<file path="src/rtl/muldiv_pkg.sv">
// Shared definitions for the HI/LO multiply/divide sequencer:
// operation encodings, state type and datapath width.
package muldiv_pkg;

    localparam int unsigned MD_XLEN = 32;

    localparam logic [2:0] MD_MULT  = 3'd0;
    localparam logic [2:0] MD_MULTU = 3'd1;
    localparam logic [2:0] MD_DIV   = 3'd2;
    localparam logic [2:0] MD_DIVU  = 3'd3;
    localparam logic [2:0] MD_MTHI  = 3'd4;
    localparam logic [2:0] MD_MTLO  = 3'd5;

    typedef enum logic [1:0] {IDLE, PREP, CALC, FIX} md_state_t;

    // True for the four iterative operations (MULT/MULTU/DIV/DIVU).
    function automatic logic md_is_iter(input logic [2:0] op);
        return (op == MD_MULT) || (op == MD_MULTU) || (op == MD_DIV) || (op == MD_DIVU);
    endfunction

endpackage

</file>
<file path="src/rtl/muldiv_if.sv">
// Request/result bundle between the execute-stage control and the mul/div unit.
interface muldiv_if
    import muldiv_pkg::*;
#(
    parameter int unsigned XLEN = MD_XLEN
);
    logic            start;
    logic [2:0]      op;
    logic [XLEN-1:0] a;
    logic [XLEN-1:0] b;
    logic            abort;
    logic            busy;
    logic            done;
    logic [XLEN-1:0] hi;
    logic [XLEN-1:0] lo;

    modport master (output start, op, a, b, abort, input busy, done, hi, lo);
    modport slave  (input start, op, a, b, abort, output busy, done, hi, lo);
endinterface

</file>
<file path="src/rtl/muldiv_step.sv">
// One combinational iteration of the shared shift datapath:
// right-shifting shift-add multiply, or left-shifting restoring divide.
module muldiv_step #(
    parameter int unsigned XLEN = 32
) (
    input  logic            is_div_i,
    input  logic [XLEN-1:0] acc_i,
    input  logic [XLEN-1:0] sh_i,
    input  logic [XLEN-1:0] opnd_i,
    output logic [XLEN-1:0] acc_o,
    output logic [XLEN-1:0] sh_o
);
    logic [XLEN:0] sum;
    logic [XLEN:0] rem_sh;
    logic [XLEN:0] diff;

    always_comb begin
        sum    = {1'b0, acc_i} + (sh_i[0] ? {1'b0, opnd_i} : '0);
        rem_sh = {acc_i, sh_i[XLEN-1]};
        diff   = rem_sh - {1'b0, opnd_i};
        if (is_div_i) begin
            // Partial remainder stays below the divisor, so diff's top bit is a clean borrow.
            if (!diff[XLEN]) begin
                acc_o = diff[XLEN-1:0];
                sh_o  = {sh_i[XLEN-2:0], 1'b1};
            end else begin
                acc_o = rem_sh[XLEN-1:0];
                sh_o  = {sh_i[XLEN-2:0], 1'b0};
            end
        end else begin
            acc_o = sum[XLEN:1];
            sh_o  = {sum[0], sh_i[XLEN-1:1]};
        end
    end
endmodule

</file>
<file path="src/rtl/muldiv_unit.sv">
// Iterative MULT/MULTU/DIV/DIVU sequencer owning HI/LO; MTHI/MTLO write directly.
// Operands are latched at accept, made unsigned in PREP, iterated in CALC, sign-fixed in FIX.
module muldiv_unit
    import muldiv_pkg::*;
#(
    parameter int unsigned XLEN = MD_XLEN
) (
    input logic     clk,
    input logic     reset,
    muldiv_if.slave bus_io
);
    localparam int unsigned CntW = $clog2(XLEN);
    localparam logic [CntW-1:0] CntLast = CntW'(XLEN - 1);

    md_state_t       state_q, state_d;
    logic [CntW-1:0] cnt_q, cnt_d;
    logic [XLEN-1:0] hi_q, hi_d, lo_q, lo_d;
    logic [XLEN-1:0] a_raw_q, a_raw_d, b_raw_q, b_raw_d;
    logic [XLEN-1:0] acc_q, acc_d, sh_q, sh_d, opnd_q, opnd_d;
    logic [2:0]      op_q, op_d;
    logic            neg_res_q, neg_res_d, neg_rem_q, neg_rem_d, div0_q, div0_d;
    logic            busy_q, busy_d, done_q, done_d;

    logic            is_div, signed_op;
    logic [XLEN-1:0] abs_a, abs_b, step_acc, step_sh;
    logic [2*XLEN-1:0] prod;

    assign is_div    = (op_q == MD_DIV) || (op_q == MD_DIVU);
    assign signed_op = (op_q == MD_DIV) || (op_q == MD_MULT);
    assign abs_a     = (signed_op && a_raw_q[XLEN-1]) ? -a_raw_q : a_raw_q;
    assign abs_b     = (signed_op && b_raw_q[XLEN-1]) ? -b_raw_q : b_raw_q;

    muldiv_step #(.XLEN(XLEN)) u_step (
        .is_div_i (is_div),
        .acc_i    (acc_q),
        .sh_i     (sh_q),
        .opnd_i   (opnd_q),
        .acc_o    (step_acc),
        .sh_o     (step_sh)
    );

    always_comb begin
        state_d   = state_q;
        cnt_d     = cnt_q;
        hi_d      = hi_q;
        lo_d      = lo_q;
        a_raw_d   = a_raw_q;
        b_raw_d   = b_raw_q;
        acc_d     = acc_q;
        sh_d      = sh_q;
        opnd_d    = opnd_q;
        op_d      = op_q;
        neg_res_d = neg_res_q;
        neg_rem_d = neg_rem_q;
        div0_d    = div0_q;
        done_d    = 1'b0;
        prod      = {acc_q, sh_q};
        unique case (state_q)
            IDLE: begin
                if (bus_io.start && !bus_io.abort) begin
                    if (md_is_iter(bus_io.op)) begin
                        state_d = PREP;
                        op_d    = bus_io.op;
                        a_raw_d = bus_io.a;
                        b_raw_d = bus_io.b;
                    end else if (bus_io.op == MD_MTHI) begin
                        hi_d = bus_io.a;
                    end else if (bus_io.op == MD_MTLO) begin
                        lo_d = bus_io.a;
                    end
                end
            end
            PREP: begin
                state_d   = CALC;
                cnt_d     = '0;
                acc_d     = '0;
                sh_d      = is_div ? abs_a : abs_b;
                opnd_d    = is_div ? abs_b : abs_a;
                neg_res_d = signed_op && (a_raw_q[XLEN-1] ^ b_raw_q[XLEN-1]);
                neg_rem_d = signed_op && a_raw_q[XLEN-1];
                div0_d    = is_div && (b_raw_q == '0);
            end
            CALC: begin
                acc_d = step_acc;
                sh_d  = step_sh;
                cnt_d = cnt_q + 1'b1;
                if (cnt_q == CntLast) state_d = FIX;
            end
            FIX: begin
                state_d = IDLE;
                done_d  = 1'b1;
                if (div0_q) begin
                    hi_d = a_raw_q;
                    lo_d = '1;
                end else if (!is_div) begin
                    if (neg_res_q) prod = -prod;
                    hi_d = prod[2*XLEN-1:XLEN];
                    lo_d = prod[XLEN-1:0];
                end else begin
                    lo_d = neg_res_q ? -sh_q : sh_q;
                    hi_d = neg_rem_q ? -acc_q : acc_q;
                end
            end
            default: state_d = IDLE;
        endcase
        // Flush overrides everything, including a FIX-cycle write.
        if (bus_io.abort) begin
            state_d = IDLE;
            done_d  = 1'b0;
            hi_d    = hi_q;
            lo_d    = lo_q;
        end
        busy_d = (state_d != IDLE);
    end

    always_ff @(posedge clk or posedge reset) begin
        if (reset) begin
            state_q   <= IDLE;
            cnt_q     <= '0;
            hi_q      <= '0;
            lo_q      <= '0;
            a_raw_q   <= '0;
            b_raw_q   <= '0;
            acc_q     <= '0;
            sh_q      <= '0;
            opnd_q    <= '0;
            op_q      <= MD_MULT;
            neg_res_q <= 1'b0;
            neg_rem_q <= 1'b0;
            div0_q    <= 1'b0;
            busy_q    <= 1'b0;
            done_q    <= 1'b0;
        end else begin
            state_q   <= state_d;
            cnt_q     <= cnt_d;
            hi_q      <= hi_d;
            lo_q      <= lo_d;
            a_raw_q   <= a_raw_d;
            b_raw_q   <= b_raw_d;
            acc_q     <= acc_d;
            sh_q      <= sh_d;
            opnd_q    <= opnd_d;
            op_q      <= op_d;
            neg_res_q <= neg_res_d;
            neg_rem_q <= neg_rem_d;
            div0_q    <= div0_d;
            busy_q    <= busy_d;
            done_q    <= done_d;
        end
    end

    assign bus_io.busy = busy_q;
    assign bus_io.done = done_q;
    assign bus_io.hi   = hi_q;
    assign bus_io.lo   = lo_q;
endmodule

</file>
<file path="src/flat_wrapper.sv">
// flat-port wrapper written by rule: the top's interface ports become plain ports
module muldiv_unit_flat import muldiv_pkg::*;
#(
    parameter int unsigned XLEN = MD_XLEN
)
  (clk, reset, bus_io_start, bus_io_op, bus_io_a, bus_io_b, bus_io_abort, bus_io_busy, bus_io_done, bus_io_hi, bus_io_lo);
  muldiv_if #(.XLEN(XLEN)) bus_io_i ();
  input logic clk;
  input logic reset;
  input wire logic [$bits(bus_io_i.start)-1:0] bus_io_start;
  input wire logic [$bits(bus_io_i.op)-1:0] bus_io_op;
  input wire logic [$bits(bus_io_i.a)-1:0] bus_io_a;
  input wire logic [$bits(bus_io_i.b)-1:0] bus_io_b;
  input wire logic [$bits(bus_io_i.abort)-1:0] bus_io_abort;
  output wire logic [$bits(bus_io_i.busy)-1:0] bus_io_busy;
  output wire logic [$bits(bus_io_i.done)-1:0] bus_io_done;
  output wire logic [$bits(bus_io_i.hi)-1:0] bus_io_hi;
  output wire logic [$bits(bus_io_i.lo)-1:0] bus_io_lo;
  assign bus_io_i.start = bus_io_start;
  assign bus_io_i.op = bus_io_op;
  assign bus_io_i.a = bus_io_a;
  assign bus_io_i.b = bus_io_b;
  assign bus_io_i.abort = bus_io_abort;
  assign bus_io_busy = bus_io_i.busy;
  assign bus_io_done = bus_io_i.done;
  assign bus_io_hi = bus_io_i.hi;
  assign bus_io_lo = bus_io_i.lo;
  muldiv_unit #(.XLEN(XLEN)) u_core (.clk(clk), .reset(reset), .bus_io(bus_io_i));
endmodule
</file>
<file path="config.mk">
export PLATFORM = sky130hd
export DESIGN_NAME = muldiv_unit_flat
export DESIGN_NICKNAME = d
export VERILOG_FILES = /design/src/rtl/muldiv_pkg.sv /design/src/rtl/muldiv_if.sv /design/src/rtl/muldiv_step.sv /design/src/rtl/muldiv_unit.sv /design/src/flat_wrapper.sv
export SDC_FILE = /design/constraint.sdc
export NUM_CORES = 1
export LEC_CHECK = 0
export CORE_MARGIN = 10
export CORE_UTILIZATION = 45
export CTS_CLUSTER_DIAMETER = 100
export DETAILED_ROUTE_END_ITERATION = 16
export HOLD_SLACK_MARGIN = 0.05
export SYNTH_ARGS = -nofsm -noshare
export SYNTH_HDL_FRONTEND = slang
export SYNTH_SLANG_ARGS = --single-unit
</file>
<file path="constraint.sdc">
create_clock -name clk -period 18.2 [get_ports clk]
set_input_delay 3.64 -clock clk [delete_from_list [all_inputs] [get_ports clk]]
set_output_delay 3.64 -clock clk [all_outputs]
set_load 0.01 [all_outputs]
</file>
Word-level counts from Yosys, hierarchy flattened

Cells that the tools add are included.

$add $sub $neg: 8
Equal/unequal tests: 16
Muxes and demuxes: 35
Bitwise logic cells: 2
Reduce and logical (&&, ||, !) cells: 21

Operators by type and width:

| kind                | number |
|---|---|
| $mux 32             | 21 |
| $pmux 32 s2         | 4 |
| $neg 32->32         | 4 |
| $mux 64             | 1 |
| $neg 64->64         | 1 |
| $add 32x33->33      | 1 |
| $sub 33x32->33      | 1 |
| $logic_not 32->1    | 1 |
| $eq 3x2->1 const B  | 4 |
| $pmux 5 s2          | 1 |
| $mux 2              | 4 |
| $pmux 2 s4          | 1 |
| $eq 3x3->1 const B  | 2 |
| $logic_not 3->1     | 2 |
| $ne 2x1->1 const B  | 3 |
| $reduce_and 6->1    | 1 |
| $reduce_bool 2->1   | 3 |
| $add 5x1->5 const B | 1 |
| $eq 5x5->1 const B  | 1 |
| $logic_and 1x1->1   | 5 |
| $logic_or 1x1->1    | 5 |
| $reduce_and 5->1    | 1 |
| $eq 2x2->1 const B  | 2 |
| $ne 2x2->1 const B  | 2 |
| other kinds (8)     | 10 |

Flip-flop bits (word level): 239
Output and inout port bits: 66
Word-level logic and storage cells: 97

Depth between registers and ports, before layout

Word-level depth: 9
Gate-level depth with buffers: 14

Modules after synthesis

A second synthesis with hierarchy kept.

Cells, all modules: 2175
Area, all modules: 18859.3 um2

By module, submodules not included:

| module      | instances | cells an instance | area each (um2) | seq. area each (um2) |
|---|---|---|---|---|
| muldiv_unit | 1         | 1487              | 14038.5         | 5980.7 |
| muldiv_step | 1         | 688               | 4820.9          | 0.0 |

Worst setup path before layout

Ideal clock, no wire load.

Kind: input-to-reg
From: in bus_io_op[1]
To: reg u_core.hi_q[16], in the netlist u_core.bus_io.hi[16]
Setup time: 0.119 ns
Arrival time: 4.900 ns
Required time: 18.081 ns
Slack: 13.182 ns
Stages: 7
Path through: nand2b_1 -> o21ai_0 -> and3_1 -> clkbuf_1 -> clkbuf_1 -> o211ai_1 -> o21a_1

Longest elaborated chain between the ends: 6
Elaborated cells between the ends (all ways): 11
Those cells by class: eq/ne (6); reduce/logical (5)

Ends and longest elaborated chain:

| what                                          | RTL line           | RTL |
|---|---|---|
| start: declaration                            | flat_wrapper.sv:11 | `input wire logic [$bits(bus_io_i.op)-1:0] bus_io_op;` |
| $eq 3x1->1 or $logic_not 3->1 (tied branches) | muldiv_pkg.sv:18   | `return (op == MD_MULT) \|\| (op == MD_MULTU) \|\| (op == MD_DIV) \|\| (op == MD_DIVU);` |
| $logic_or 1x1->1 (3 in a row)                 | muldiv_pkg.sv:18   |  |
| $ne 2x2->1 (no source line)                   | n/a                |  |
| $reduce_and 5->1 (no source line) *           | n/a                |  |
| end signal: assignment                        | muldiv_unit.sv:136 | `hi_q <= hi_d;` |
| end: declaration                              | muldiv_unit.sv:17  | `logic [XLEN-1:0] hi_q, hi_d, lo_q, lo_d;` |

Mark *: on every way between the ends. The rest lies on a longest branch, timed or not.
A chain may end at the register's enable or synchronous reset.

==> summary.md <==
| Metric | Value |
|---|---|
| Pre-CTS WS | 11.64 ns |
| DRC Markers | 0 |
| Final Util | 52.8% |
| Clock sink count | 239 |
| Routability cong. | 0.969 |
| RSZ-0062 raised after global routing | false |
| Worst R2R Start | u_core.acc_q[0] |
| Pin count of the biggest net entering global routing | 110 |
| Peak VDD IR | 0.0889 mV |
| Pwr dens | 142 nW/um^2 |
| CTS tree | built |
| Placed insts | 2635 |
| Area delta synth->final | 15.4% |
| Hold Path Class | flip-flop to flip-flop |
| DR pass1 iterations | 6 |
| Cell mode on critical path | buf_4 |
| Register area | 5980 sq um |
| Syn_area_per_cell | 8.27 sq um |
| Layout Cells excl Fill | 2686 |
| Syn Inst Count | 2089 |
| Gr usage total | 26.1% |
| Worst path required time | 18.82 ns |
| DPL Wire Length | 47900 microns |
| Routed Antenna Nets | 0 |
| Multi-input logic area | 10500 sq um |
| Main synth FF type | dfrtp_1 |
| Initial Utilization | 45.7% |
| CORE AREA | 37800 sq um |
| Std cell rows | 71 |
| Die Span X | 216 microns |
| Vias in the first global route | 15300 |
| Final setup vio count | 0 |
| Tot Pwr | 2.83 mW |
| Maximum clock frequency | 171 MHz |
| Slew @ Worst Pin | 1.01 ns |
| Clock transition at path regs | 0.06 ns |
| Share of layout cells above drive strength 1 | 7.54% |
| Initial antenna violation count | 1 |
| Setup ws final | 12.36 ns |
| Clock skew | 0.0239 ns |
| Asr flop ratio synth | 100% |
| Post-synth EDFFs | 0 |
| Fin crit period | 5.84 ns |
| Yosys top cell area share | 34.6% |
| Clock root buffer | clkbuf_16 |
| Synthesis warning total | 0 |
| Worst setup EP type | async pin |
| Post-synth top area cell | dfrtp_1 |
| Postcts setup bufs | 0 |
| Period Utilization, post-route | 32.1% |
| Max-Slew Margin vs Limit | 32.3% |
| Outcome | complete, no violations |
| Gr ovfl total | 0 |
| I/O Pins | 137 |
| Worst Path Class, Setup | input pin to async pin |
| First-pass GRT wire length | 95700 microns |
| Final nets | 2302 |
| Cts bufs inserted | 29 |
| FF-to-FF setup slack | 13.28 ns |
| Dominant cells by area after synthesis | dfrtp_1, xnor2_1, o21ai_0, ha_1, nand2_1 |
| Setup TNS | 0 ns |
| Syn nets | 2236 |
| DIE AREA | 46600 sq um |
| Number of port buffers | 136 |
| WL/cell | 23.5 microns |
| Pleak | 8.54 nW |
| RR Endpoint | u_core.acc_q[31] |
| FILL cells | 3583 |
| Final Hold Viols | 0 |
| Post-CTS sizing | 0 |
| H-tree levels | 1 |
| Die height | 216 microns |
| WHS Path Cells | 2 |
| Synthesized cell area | 17300 sq um |
| Vias per cell | 6.09 |
| R2R depth | 14 |
| Post-cts hold buffer count | 0 |
| Slowest stage delay, CP | 0.85 ns |
| Yosys reg bits | 239 |
| Hold path startpoint | u_core.bus_io.lo[16] |
| Post-Route WL | 63200 microns |
| Clock Tree Buf Depth | 3 |
| Clock latency on the worst-skew pair | 0.58 ns |
| Synth cell types | 78 |
| Startpoint types | input pin |
| Diode count | 0 |
| MaxCap Viol Count | 0 |
| Worst path cell trace | clkdlybuf4s50_1 > inv_8 > buf_4 > buf_4 |
| Slowest cell on the critical path | buf_4 |
| Seq/Total Area, Yosys | 34.6% |
| DRT iter0 DRCs | 1473 |
| Via count | 16400 |
| Min-Delay Endpoint | u_core.bus_io.lo[16] |
| Arr. time, crit path | 6.47 ns |
| Slew Limit Fails | 0 |
| Crit-path max FO | 109 |
-- through the flow --
step | cell area, sq um | hold WS, ns
detailed placement | 19000 | 0.469
CTS | 19900 | 0.483
global placement | 19000 | 0.461
floorplan | 17300 | 0.444
finish | 19900 | 0.477
global route | 19900 | 0.497
-- cell families after synthesis --
family / share of synthesized area (%)
mux: 6.14
flops: 34.6
fa+ha+maj: 5.59
xor+xnor: 8.47
compound gates: 23.3
buf+inv: 4.64
simple gates: 17.2
-- area by class of cell --
class,count,area share (%)
Clock buffer,39,3.88
Clock inverter,12,0.660
Inverter,80,1.55
Multi-Input combinational cell,1644,52.9
Sequential cell,239,30.0
Tap cell,511,3.21
Timing Repair Buffer,161,7.78
-- synth_stat cells, types with 4 or more instances --
master and number:
o41ai_1 12, o22a_1 5, a221o_1 19, o21ai_0 191, nor2_1 211, mux4_2 5, xor2_1 57, or3_1 21
ha_1 74, nor4_1 13, o21bai_1 4, nor3b_1 5, nand3_1 32, dfrtp_1 239, and3_1 18, nor3_1 38
a31o_2 4, o21a_1 6, buf_2 5, inv_1 78, nor2b_1 10, o221ai_1 10, a21o_1 20, nand4_1 6
clkbuf_1 101, mux2i_1 25, o22ai_1 52, nand2b_1 12, and2_1 8, nand2_1 245, xnor2_1 110, mux2_2 62
o31ai_1 18, nand3b_1 4, buf_1 16, or2_2 6, a21oi_1 175, a211oi_1 29, a31oi_1 35, or4_1 12
o211ai_1 34
-- worst max-delay path, delay by kind of cell --
kind                   cells  cell delay [ns]
buffers and inverters      4             2.62
-- report_power, final --
| part | internal (mW) | total [mW] | switching, mW |
|---|---|---|---|
| registers | 0.698 | 0.908 | 0.210 |
| logic | 0.557 | 1.35 | 0.795 |
| clock network | 0.326 | 0.568 | 0.242 |
-- worst max path at each step --
stage,to,cells after the start,slack (ns),from
2_1_floorplan,u_core.a_raw_q[0],1,8.00,reset
3_3_place_gp,u_core.b_raw_q[9],4,11.64,reset
3_5_place_dp,u_core.a_raw_q[18],4,11.64,reset
4_1_cts,u_core.bus_io.hi[5],4,12.25,reset
5_1_grt,u_core.a_raw_q[18],4,11.95,reset
6_report,u_core.b_raw_q[5],4,12.36,reset
-- registers in the layout, indices dropped and copies added, names as in the netlist, 2 cells and up --
signal            cells
u_core.a_raw_q       32
u_core.acc_q         32
u_core.b_raw_q       32
u_core.bus_io.hi     32
u_core.bus_io.lo     32
u_core.opnd_q        32
u_core.sh_q          32
u_core.cnt_q          5
u_core.op_q           3
u_core.state_q        2
-- routing by layer --
| layer | GRT usage [%] | part of all wire, % | vias to the layer above |
|---|---|---|---|
| met3 | 4.59 | 7.2 | 71 |
| met1 | 37.1 | 46 | 8022 |
| met4 | 8.40 | 3.1 | 0 |
| li1 | - | - | 7658 |
| met2 | 39.3 | 43 | 612 |
| met5 | 0 | 0 | - |
-- cells in the final DEF (no fill, tap or decap), types with 12 or more instances in the layout --
cell type / count
nand2_1: 244
dfrtp_1: 239
nor2_1: 211
o21ai_0: 191
a21oi_1: 175
clkdlybuf4s50_1: 136
xnor2_1: 110
inv_1: 77
ha_1: 72
mux2_2: 62
xor2_1: 57
o22ai_1: 52
nor3_1: 38
a31oi_1: 35
o211ai_1: 34
nand3_1: 32
a211oi_1: 29
clkbuf_16: 29
mux2i_1: 25
buf_4: 25
or3_1: 21
a21o_1: 20
a221o_1: 19
o31ai_1: 18
and3_1: 18
nor4_1: 13
o41ai_1: 12
or4_1: 12
No activity file was read; power rests on OpenSTA's default activity.
